===== src/rtl/cpu_bus_pkg.sv =====
`default_nettype none
// ============================================================================
//  Module   : cpu_bus_pkg
//  Brief    : Shared types and address-map constants for the 68000 bus-cycle
//             sequencer: FSM state encoding, decoded cycle regions and the
//             device-window sub-select codes.
//  Revision : 1.0  initial release
// ============================================================================
package cpu_bus_pkg;

  // Bus-cycle sequencer states
  typedef enum logic [3:0] {
    S_IDLE    = 4'd0,
    S_DECODE  = 4'd1,
    S_MEMWAIT = 4'd2,
    S_RDWAIT  = 4'd3,
    S_WRWAIT  = 4'd4,
    S_RDSTB   = 4'd5,
    S_WRSTB   = 4'd6,
    S_ACK     = 4'd7,
    S_BERR    = 4'd8,
    S_HOLD    = 4'd9
  } state_t;

  // Region a CPU cycle decodes into
  typedef enum logic [2:0] {
    R_NONE = 3'd0,
    R_ROM  = 3'd1,
    R_RAM  = 3'd2,
    R_SRD  = 3'd3,
    R_SWR  = 3'd4,
    R_STAT = 3'd5,
    R_LED  = 3'd6,
    R_IACK = 3'd7
  } region_t;

  // A19..A15 pattern selecting the device window
  localparam logic [4:0] DEV_BASE = 5'b01111;

  // A14..A13 sub-select inside the device window
  localparam logic [1:0] SUB_SER_RD = 2'b00;
  localparam logic [1:0] SUB_SER_WR = 2'b01;
  localparam logic [1:0] SUB_STATUS = 2'b10;
  localparam logic [1:0] SUB_LED    = 2'b11;

  // Map A19..A12 plus function codes onto a cycle region.
  // The port carries A19..A12, so A19..A15 = a[7:3] and A14..A13 = a[2:1].
  // Interrupt acknowledge wins over any address decode.
  function automatic region_t decode_region(input logic [7:0] a,
                                            input logic       f1,
                                            input logic       f0);
    region_t r;
    r = R_NONE;
    if (f1 && f0) begin
      r = R_IACK;
    end else if (a[7:3] == DEV_BASE) begin
      case (a[2:1])
        SUB_SER_RD: r = R_SRD;
        SUB_SER_WR: r = R_SWR;
        SUB_STATUS: r = R_STAT;
        default:    r = R_LED;
      endcase
    end else if (!a[7]) begin
      r = R_ROM;
    end else begin
      r = R_RAM;
    end
    return r;
  endfunction

endpackage
`default_nettype wire


===== src/rtl/sync2.sv =====
`default_nettype none
// ============================================================================
//  Module   : sync2
//  Brief    : Parameterised-width two-flop synchroniser with asynchronous
//             active-high reset to a configurable idle value.
//  Revision : 1.0  initial release
// ============================================================================
module sync2 #(
  parameter int              WIDTH     = 1,
  parameter logic [WIDTH-1:0] RESET_VAL = '0
) (
  input  logic             clk,
  input  logic             reset,
  input  logic [WIDTH-1:0] d,
  output logic [WIDTH-1:0] q
);

  logic [WIDTH-1:0] r_meta;
  logic [WIDTH-1:0] r_sync;

  // Two back-to-back flops; reset parks both at the idle value so no false
  // edge is seen when reset releases.
  always_ff @(posedge clk or posedge reset) begin
    if (reset) begin
      r_meta <= RESET_VAL;
      r_sync <= RESET_VAL;
    end else begin
      r_meta <= d;
      r_sync <= r_meta;
    end
  end

  assign q = r_sync;

endmodule
`default_nettype wire


===== src/rtl/cpu_bus_ctrl.sv =====
`default_nettype none
// ============================================================================
//  Module   : cpu_bus_ctrl
//  Brief    : 68000 bus-cycle sequencer. Decodes each cycle into ROM, RAM or
//             the device window, generates chip enables and _dtack, runs the
//             FT245 _rd/wr strobe handshake with a bus-error timeout, and
//             returns serial status on D0.
//  Revision : 1.0  initial release
// ============================================================================
module cpu_bus_ctrl
  import cpu_bus_pkg::*;
#(
  parameter int ROM_WS   = 1,
  parameter int RAM_WS   = 0,
  parameter int RD_PULSE = 4,
  parameter int WR_PULSE = 3,
  parameter int TIMEOUT  = 255
) (
  input  logic       clk,
  input  logic       reset,
  input  logic [7:0] addr,
  input  logic       _as,
  input  logic       _ds,
  input  logic       rw,
  input  logic       fc0,
  input  logic       fc1,
  input  logic       _txe,
  input  logic       _rdf,
  input  logic       d0_in,
  output logic       _cerom,
  output logic       _ceram,
  output logic       _oe,
  output logic       _rd,
  output logic       wr,
  output logic       _dtack,
  output logic       _berr,
  output logic       d0_oe,
  output logic       d0_out,
  output logic       status_led
);

  // Counter loads. Wait/pulse counters are loaded with length-1 so that the
  // state is occupied for exactly the configured number of cycles.
  localparam logic [7:0] c_ROM_LOAD = 8'(ROM_WS - 1);
  localparam logic [7:0] c_RAM_LOAD = 8'(RAM_WS - 1);
  localparam logic [7:0] c_RD_LOAD  = 8'(RD_PULSE - 1);
  localparam logic [7:0] c_WR_LOAD  = 8'(WR_PULSE - 1);
  localparam logic [7:0] c_TMO_LAST = 8'(TIMEOUT - 1);

  // --------------------------------------------------------------------------
  // Synchronised copies of the asynchronous strobes and FIFO flags
  // --------------------------------------------------------------------------
  logic [3:0] w_sync_in;
  logic [3:0] w_sync_out;
  logic       w_as_s;
  logic       w_ds_s;
  logic       w_txe_s;
  logic       w_rdf_s;

  assign w_sync_in = {_as, _ds, _txe, _rdf};

  // All four inputs are active low, so they idle (and reset) high
  sync2 #(
    .WIDTH     (4),
    .RESET_VAL (4'hF)
  ) u_sync (
    .clk   (clk),
    .reset (reset),
    .d     (w_sync_in),
    .q     (w_sync_out)
  );

  assign w_as_s  = w_sync_out[3];
  assign w_ds_s  = w_sync_out[2];
  assign w_txe_s = w_sync_out[1];
  assign w_rdf_s = w_sync_out[0];

  // --------------------------------------------------------------------------
  // State and datapath registers
  // --------------------------------------------------------------------------
  state_t     r_state;
  state_t     w_state_next;
  region_t    r_region;
  region_t    w_region_next;
  logic       r_stat_sel;
  logic       w_stat_sel_next;
  logic [7:0] r_cnt;
  logic [7:0] w_cnt_next;
  logic [7:0] r_tmo;
  logic [7:0] w_tmo_next;
  logic       r_status_led;
  logic       w_led_next;

  // State, region latch, counters and LED register; reset is asynchronous
  always_ff @(posedge clk or posedge reset) begin
    if (reset) begin
      r_state      <= S_IDLE;
      r_region     <= R_NONE;
      r_stat_sel   <= 1'b0;
      r_cnt        <= 8'd0;
      r_tmo        <= 8'd0;
      r_status_led <= 1'b0;
    end else begin
      r_state      <= w_state_next;
      r_region     <= w_region_next;
      r_stat_sel   <= w_stat_sel_next;
      r_cnt        <= w_cnt_next;
      r_tmo        <= w_tmo_next;
      r_status_led <= w_led_next;
    end
  end

  // Next-state logic: a synchronised _as release in any active state ends
  // the cycle; otherwise each state advances on its own condition.
  always_comb begin
    w_state_next    = r_state;
    w_region_next   = r_region;
    w_stat_sel_next = r_stat_sel;
    w_cnt_next      = r_cnt;
    w_tmo_next      = r_tmo;
    w_led_next      = r_status_led;

    if (r_state != S_IDLE && w_as_s) begin
      // Normal completion from ACK/BERR/HOLD, or an abort from anywhere else
      w_state_next  = S_IDLE;
      w_region_next = R_NONE;
      w_cnt_next    = 8'd0;
      w_tmo_next    = 8'd0;
    end else begin
      case (r_state)
        S_IDLE: begin
          if (!w_as_s) begin
            w_state_next    = S_DECODE;
            w_region_next   = decode_region(addr, fc1, fc0);
            w_stat_sel_next = addr[0];
          end
        end

        S_DECODE: begin
          case (r_region)
            R_ROM: begin
              if (ROM_WS == 0) begin
                w_state_next = S_ACK;
              end else begin
                w_cnt_next   = c_ROM_LOAD;
                w_state_next = S_MEMWAIT;
              end
            end
            R_RAM: begin
              if (RAM_WS == 0) begin
                w_state_next = S_ACK;
              end else begin
                w_cnt_next   = c_RAM_LOAD;
                w_state_next = S_MEMWAIT;
              end
            end
            R_SRD: begin
              w_tmo_next   = 8'd0;
              w_state_next = S_RDWAIT;
            end
            R_SWR: begin
              w_tmo_next   = 8'd0;
              w_state_next = S_WRWAIT;
            end
            R_STAT: begin
              w_state_next = S_ACK;
            end
            R_LED: begin
              // D0 is only valid once the data strobe is down
              if (!w_ds_s) begin
                w_led_next   = d0_in;
                w_state_next = S_ACK;
              end
            end
            default: begin
              // Interrupt acknowledge: left to _vpa, just wait for _as
              w_state_next = S_HOLD;
            end
          endcase
        end

        S_MEMWAIT: begin
          if (r_cnt == 8'd0) begin
            w_state_next = S_ACK;
          end else begin
            w_cnt_next = r_cnt - 8'd1;
          end
        end

        S_RDWAIT: begin
          if (!w_rdf_s) begin
            w_cnt_next   = c_RD_LOAD;
            w_state_next = S_RDSTB;
          end else if (r_tmo == c_TMO_LAST) begin
            w_state_next = S_BERR;
          end else begin
            w_tmo_next = r_tmo + 8'd1;
          end
        end

        S_WRWAIT: begin
          if (!w_txe_s && !w_ds_s) begin
            w_cnt_next   = c_WR_LOAD;
            w_state_next = S_WRSTB;
          end else if (r_tmo == c_TMO_LAST) begin
            w_state_next = S_BERR;
          end else begin
            w_tmo_next = r_tmo + 8'd1;
          end
        end

        S_RDSTB, S_WRSTB: begin
          if (r_cnt == 8'd0) begin
            w_state_next = S_ACK;
          end else begin
            w_cnt_next = r_cnt - 8'd1;
          end
        end

        S_ACK, S_BERR, S_HOLD: begin
          // Held until _as releases (handled above)
          w_state_next = r_state;
        end

        default: begin
          w_state_next  = S_IDLE;
          w_region_next = R_NONE;
        end
      endcase
    end
  end

  // --------------------------------------------------------------------------
  // Outputs, decoded from the registered state and latched region
  // --------------------------------------------------------------------------
  logic w_active;
  logic w_mem;
  logic w_stat_phase;

  assign w_active     = (r_state != S_IDLE);
  assign w_mem        = (r_region == R_ROM) || (r_region == R_RAM);
  assign w_stat_phase = (r_region == R_STAT) &&
                        ((r_state == S_DECODE) || (r_state == S_ACK));

  assign _cerom = !(w_active && (r_region == R_ROM));
  assign _ceram = !(w_active && (r_region == R_RAM));
  assign _oe    = (w_active && w_mem) ? ~rw : 1'b1;

  // Strobes stay asserted through ACK until _as releases; the two strobes
  // belong to distinct regions so they can never overlap.
  assign _rd = !((r_state == S_RDSTB) ||
                 ((r_state == S_ACK) && (r_region == R_SRD)));
  assign wr  =  (r_state == S_WRSTB) ||
                ((r_state == S_ACK) && (r_region == R_SWR));

  assign _dtack = !(r_state == S_ACK);
  assign _berr  = !(r_state == S_BERR);

  // Status read returns the raw FIFO flag selected by A12
  assign d0_oe      = w_stat_phase;
  assign d0_out     = w_stat_phase && (r_stat_sel ? w_txe_s : w_rdf_s);
  assign status_led = r_status_led;

endmodule
`default_nettype wire


===== config.mk =====
export PLATFORM = sky130hd
export DESIGN_NAME = cpu_bus_ctrl
export DESIGN_NICKNAME = d
export VERILOG_FILES = /design/src/rtl/cpu_bus_pkg.sv /design/src/rtl/sync2.sv /design/src/rtl/cpu_bus_ctrl.sv
export SDC_FILE = /design/constraint.sdc
export NUM_CORES = 1
export LEC_CHECK = 0
export CAP_MARGIN = 30
export CORE_MARGIN = 5
export CORE_UTILIZATION = 45
export DETAILED_ROUTE_END_ITERATION = 8
export PLACE_DENSITY = 0.75
export SYNTH_ARGS = -nofsm -noshare
export SYNTH_HDL_FRONTEND = slang
export SYNTH_SLANG_ARGS = --single-unit

===== constraint.sdc =====
create_clock -name clk -period 1.9 [get_ports clk]
set_input_delay 0.38 -clock clk [delete_from_list [all_inputs] [get_ports clk]]
set_output_delay 0.38 -clock clk [all_outputs]
set_load 0.01 [all_outputs]

==> Flow_metrics.wiki <==
{| class="wikitable"
! Metric !! Value
|-
| Result of the run || finished with violations
|-
| Failing checks || negative setup slack
|-
| H-tree levels || 2
|-
| Mapped Nets || 278
|-
| Cell type with the largest total area after synthesis || sky130_fd_sc_hd__dfrtp_1
|-
| Switching part of the total power || 0.424
|-
| Die width || 81.3 um
|-
| Ratio of routed vias to standard cells || 5.81
|-
| Worst Setup Slack, final || -0.130 ns
|-
| DPL Wire Length || around 4.6 mm
|-
| Signed area change from the synthesized netlist to the final layout || 43.2%
|-
| Maximum buffer depth of the clock tree || 2
|-
| Largest net degree at the start of global routing || 34
|-
| Clock buffers created by TritonCTS || 5
|-
| Clock group share of total power || 0.152
|-
| Die height || 81.3 um
|-
| Static leakage || roughly 1.4 nW
|-
| I/O Buffers || 27
|-
| Core footprint || 5010 um^2
|-
| Async set-reset flop share out of synthesis || 1.00
|-
| Peak Freq || 493 MHz
|-
| Relative slew margins || 0.710
|-
| Power, Total || 4.53 mW
|-
| Clock tree root driver cell || sky130_fd_sc_hd__clkbuf_8
|-
| Global-route usage over all layers || 0.211
|-
| Dpl cell area || 2910 um^2
|-
| Clk_lat worst skew || 0.30 ns
|-
| Final design utilization || 0.653
|-
| Part of the total power dissipated in sequential elements || 0.221
|-
| Number of placed instances, taps included || around 380
|-
| Die ar. || about 6600 um^2
|-
| Worst clock skew || 0.0108 ns
|-
| Most frequent cell after synthesis || sky130_fd_sc_hd__o21ai_0
|-
| Slew @ Worst Pin || 0.433 ns
|-
| Largest vdd supply drop || 0.000912 V
|-
| Cell at the slowest stage of the critical path || sky130_fd_sc_hd__nor4b_4
|-
| Final design area excluding fillers || 3270 um^2
|-
| CTS Hold Buffers Added || 0
|-
| Number of inserted filler cells in the final layout || a little over 400
|-
| CTS tree || yes
|-
| Routed WL per cell || 16.9 um
|-
| Hold crit path type || flop to flop
|-
| Portion of total power attributed to combinational logic || 0.628
|-
| Unrepaired setup endpoints after global routing || true
|-
| Net count reported at finish || 353
|-
| Post-synth EDFFs || 0
|-
| Cell row count || 26
|-
| Part of the Yosys area used for sequential elements || 0.366
|-
| Remaining routing DRC violations || 0
|-
| Initial Utilization || 0.456
|-
| Arrival time of the worst setup path || 2.22 ns
|-
| CP max FO || 5
|-
| Synth top area share || 0.274
|-
| Net Switching || 1.92 mW
|-
| Number of warnings reported in the yosys synthesis log || 0
|-
| Power per cell area || 1390 nW/um^2
|-
| Startpoint class of the critical path || flop
|-
| # Max-Cap Violations || 0
|-
| Ratio of cells with drive above 1 in the final layout || 0.382
|-
| Flip-flop cell with the highest count after synthesis || sky130_fd_sc_hd__dfrtp_1
|-
| Pins over their slew limit || 0
|-
| # IOs || 28
|-
| Detailed-route wire length || 6.75 mm
|-
| Grt ovf || 0
|-
| Crit-path max cell delay || roughly 0.42 ns
|-
| Cell count after synthesis || approximately 250
|-
| Remaining number of nets flagged by the antenna check after routing || 0
|-
| Flop and latch count out of synthesis || 33
|-
| Share of the clock period used by the worst path || 1.07
|-
| Initial detailed-routing violation count || 210
|-
| Area of the mapped netlist || 2280 um^2
|-
| Worst setup EP type || flop
|-
| Ranking of synthesized cells by area || sky130_fd_sc_hd__dfrtp_1, sky130_fd_sc_hd__dfstp_2, sky130_fd_sc_hd__o21ai_0
|-
| Mean post-synth cell area || 8.99 um^2
|-
| Global-route wire length before repair || between 10 and 15 mm
|-
| Data required time of the worst path || 2.09 ns
|-
| Worst path cell trace || buf_6 -> buf_6 -> nor4b_4 -> nand4_1 -> buf_4 -> o311ai_4 -> o21ai_2 -> mux2_4
|-
| Clk slew on worst S/H paths || 0.08 ns
|-
| Number of antenna cells inserted || 0
|-
| Number of library cell types mapped by synthesis || just under 70
|-
| Initial antenna violation count || 0
|-
| Total number of vias || 2323
|-
| Number of sinks on the clock net || 33
|-
| Hold violation total from the final report || 0
|-
| Cell-internal power || 2.61 mW
|-
| Vias in the first global route || 2268
|-
| Number of failing setup endpoints in the final timing report || 20
|-
| Number of non-filler instances in the completed layout || 400
|-
| Cell mode on critical path || sky130_fd_sc_hd__buf_6
|-
| First-pass detailed-route iteration total || 5
|-
| Time the final worst path needs with I/O delays and setup || 2.03 ns
|-
| Top post-synthesis cells by count || sky130_fd_sc_hd__o21ai_0, sky130_fd_sc_hd__dfrtp_1, sky130_fd_sc_hd__a21oi_1, sky130_fd_sc_hd__nor2_1, sky130_fd_sc_hd__nand2_1
|-
| Gp weighted congestion || 0.935
|-
| Type of the worst setup path || flop to flop
|}
-- placed cells by master, fill, tap and decap left out, types with 9 or more instances in the layout --
| master | count |
|---|---|
| sky130_fd_sc_hd__a21oi_1 | 17 |
| sky130_fd_sc_hd__buf_4 | 47 |
| sky130_fd_sc_hd__buf_6 | 9 |
| sky130_fd_sc_hd__clkdlybuf4s50_1 | 18 |
| sky130_fd_sc_hd__dfrtp_1 | 24 |
| sky130_fd_sc_hd__inv_1 | 12 |
| sky130_fd_sc_hd__nand2_1 | 14 |
| sky130_fd_sc_hd__nor2_1 | 19 |
| sky130_fd_sc_hd__o21ai_0 | 17 |
| sky130_fd_sc_hd__o21ai_1 | 10 |
-- layer usage --
metal / up-vias / track usage / share of wire
met5: - / 0 / 0
met4: 0 / 0.101 / 0.025
met3: 17 / 0.0432 / 0.066
met2: 109 / 0.353 / 0.50
met1: 1108 / 0.259 / 0.41
li1: 1089 / - / -
-- worst max-delay path, delay by kind of cell, from the launching register on --
family | cells | cell delay [ns]
buffers and inverters | 3 | 0.42
AND/OR/NAND/NOR | 2 | 0.56
multiplexers | 1 | 0.31
flip-flops | 1 | 0.40
AO/OA/AOI/OAI | 2 | 0.23
-- metrics by stage --
stage	setup slack (ns)	hold slack, ns	TNS (ns)
floorplan	0.0106	0.345	0
global placement	-0.161	0.346	-0.591
detailed placement	-0.190	0.347	-1.03
CTS	-0.124	0.359	-0.928
global route	-0.180	0.364	-2.06
finish	-0.130	0.358	-1.01
-- area by class of cell --
| class | instances | area (um^2) | share of cell area |
|---|---|---|---|
| Multi-Input combinational cell | 194 | 1460 | 0.445 |
| Inverter | 12 | 45.0 | 0.0138 |
| Clock inverter | 3 | 46.3 | 0.0142 |
| Sequential cell | 33 | 837 | 0.256 |
| Tap cell | 70 | 87.6 | 0.0268 |
| Timing Repair Buffer | 83 | 729 | 0.223 |
| Clock buffer | 5 | 68.8 | 0.0210 |
-- path summary, 6_finish.rpt --
| kind | to | cells past startpoint | from | slack [ns] |
|---|---|---|---|---|
| max in group asynchronous | u_sync.q[2] | 3 | reset | 1.12 |
| hold / removal | u_sync.q[3] | 0 | u_sync.r_meta[3] | 0.36 |
| hold reg to reg | u_sync.q[3] | 0 | u_sync.r_meta[3] | 0.36 |
| setup / recovery | r_state[2] | 8 | r_state[1] | -0.13 |
| setup reg to reg | r_state[2] | 8 | r_state[1] | -0.13 |
| min in group asynchronous | r_cnt[4] | 3 | reset | 0.46 |
-- what timing repair did --
action | in CTS | in global routing
resized for setup | 51 | 30
cloned | 0 | 1
pin swaps | 15 | 11
endpoints found under the setup margin | 21 | 27
buffers inserted | 5 | 6
-- flip-flops by register name (all words and copies together), names as in the netlist --
name,cells
u_sync.r_meta,4
r_cnt,8
r_tmo,8
r_stat_sel,1
r_region,3
u_sync.q,4
status_led,1
r_state,4
-- logic make-up after synthesis --
| kind of cell | count (synthesis) | synth area share |
|---|---|---|
| buffers and inverters | 27 | 0.0630 |
| and+or+nand+nor | 96 | 0.254 |
| adders and majority gates | 6 | 0.0329 |
| AOI/OAI and AO/OA | 86 | 0.257 |
| DFF | 33 | 0.366 |
| xor gates and xnor gates | 1 | 0.00383 |
| muxes | 5 | 0.0235 |
-- power groups by stage --
| stage | combinational (mW) | sequential [mW] | clock (mW) |
|---|---|---|---|
| floorplan | 1.49 | 0.976 | 0 |
| global placement | 2.27 | 0.979 | 0 |
| detailed placement | 2.33 | 0.991 | 0 |
| CTS | 2.50 | 0.978 | 0.701 |
| global route | 3.03 | 1.02 | 0.740 |
| finish | 2.85 | 1.00 | 0.687 |
No activity file was read; power rests on OpenSTA's default activity.
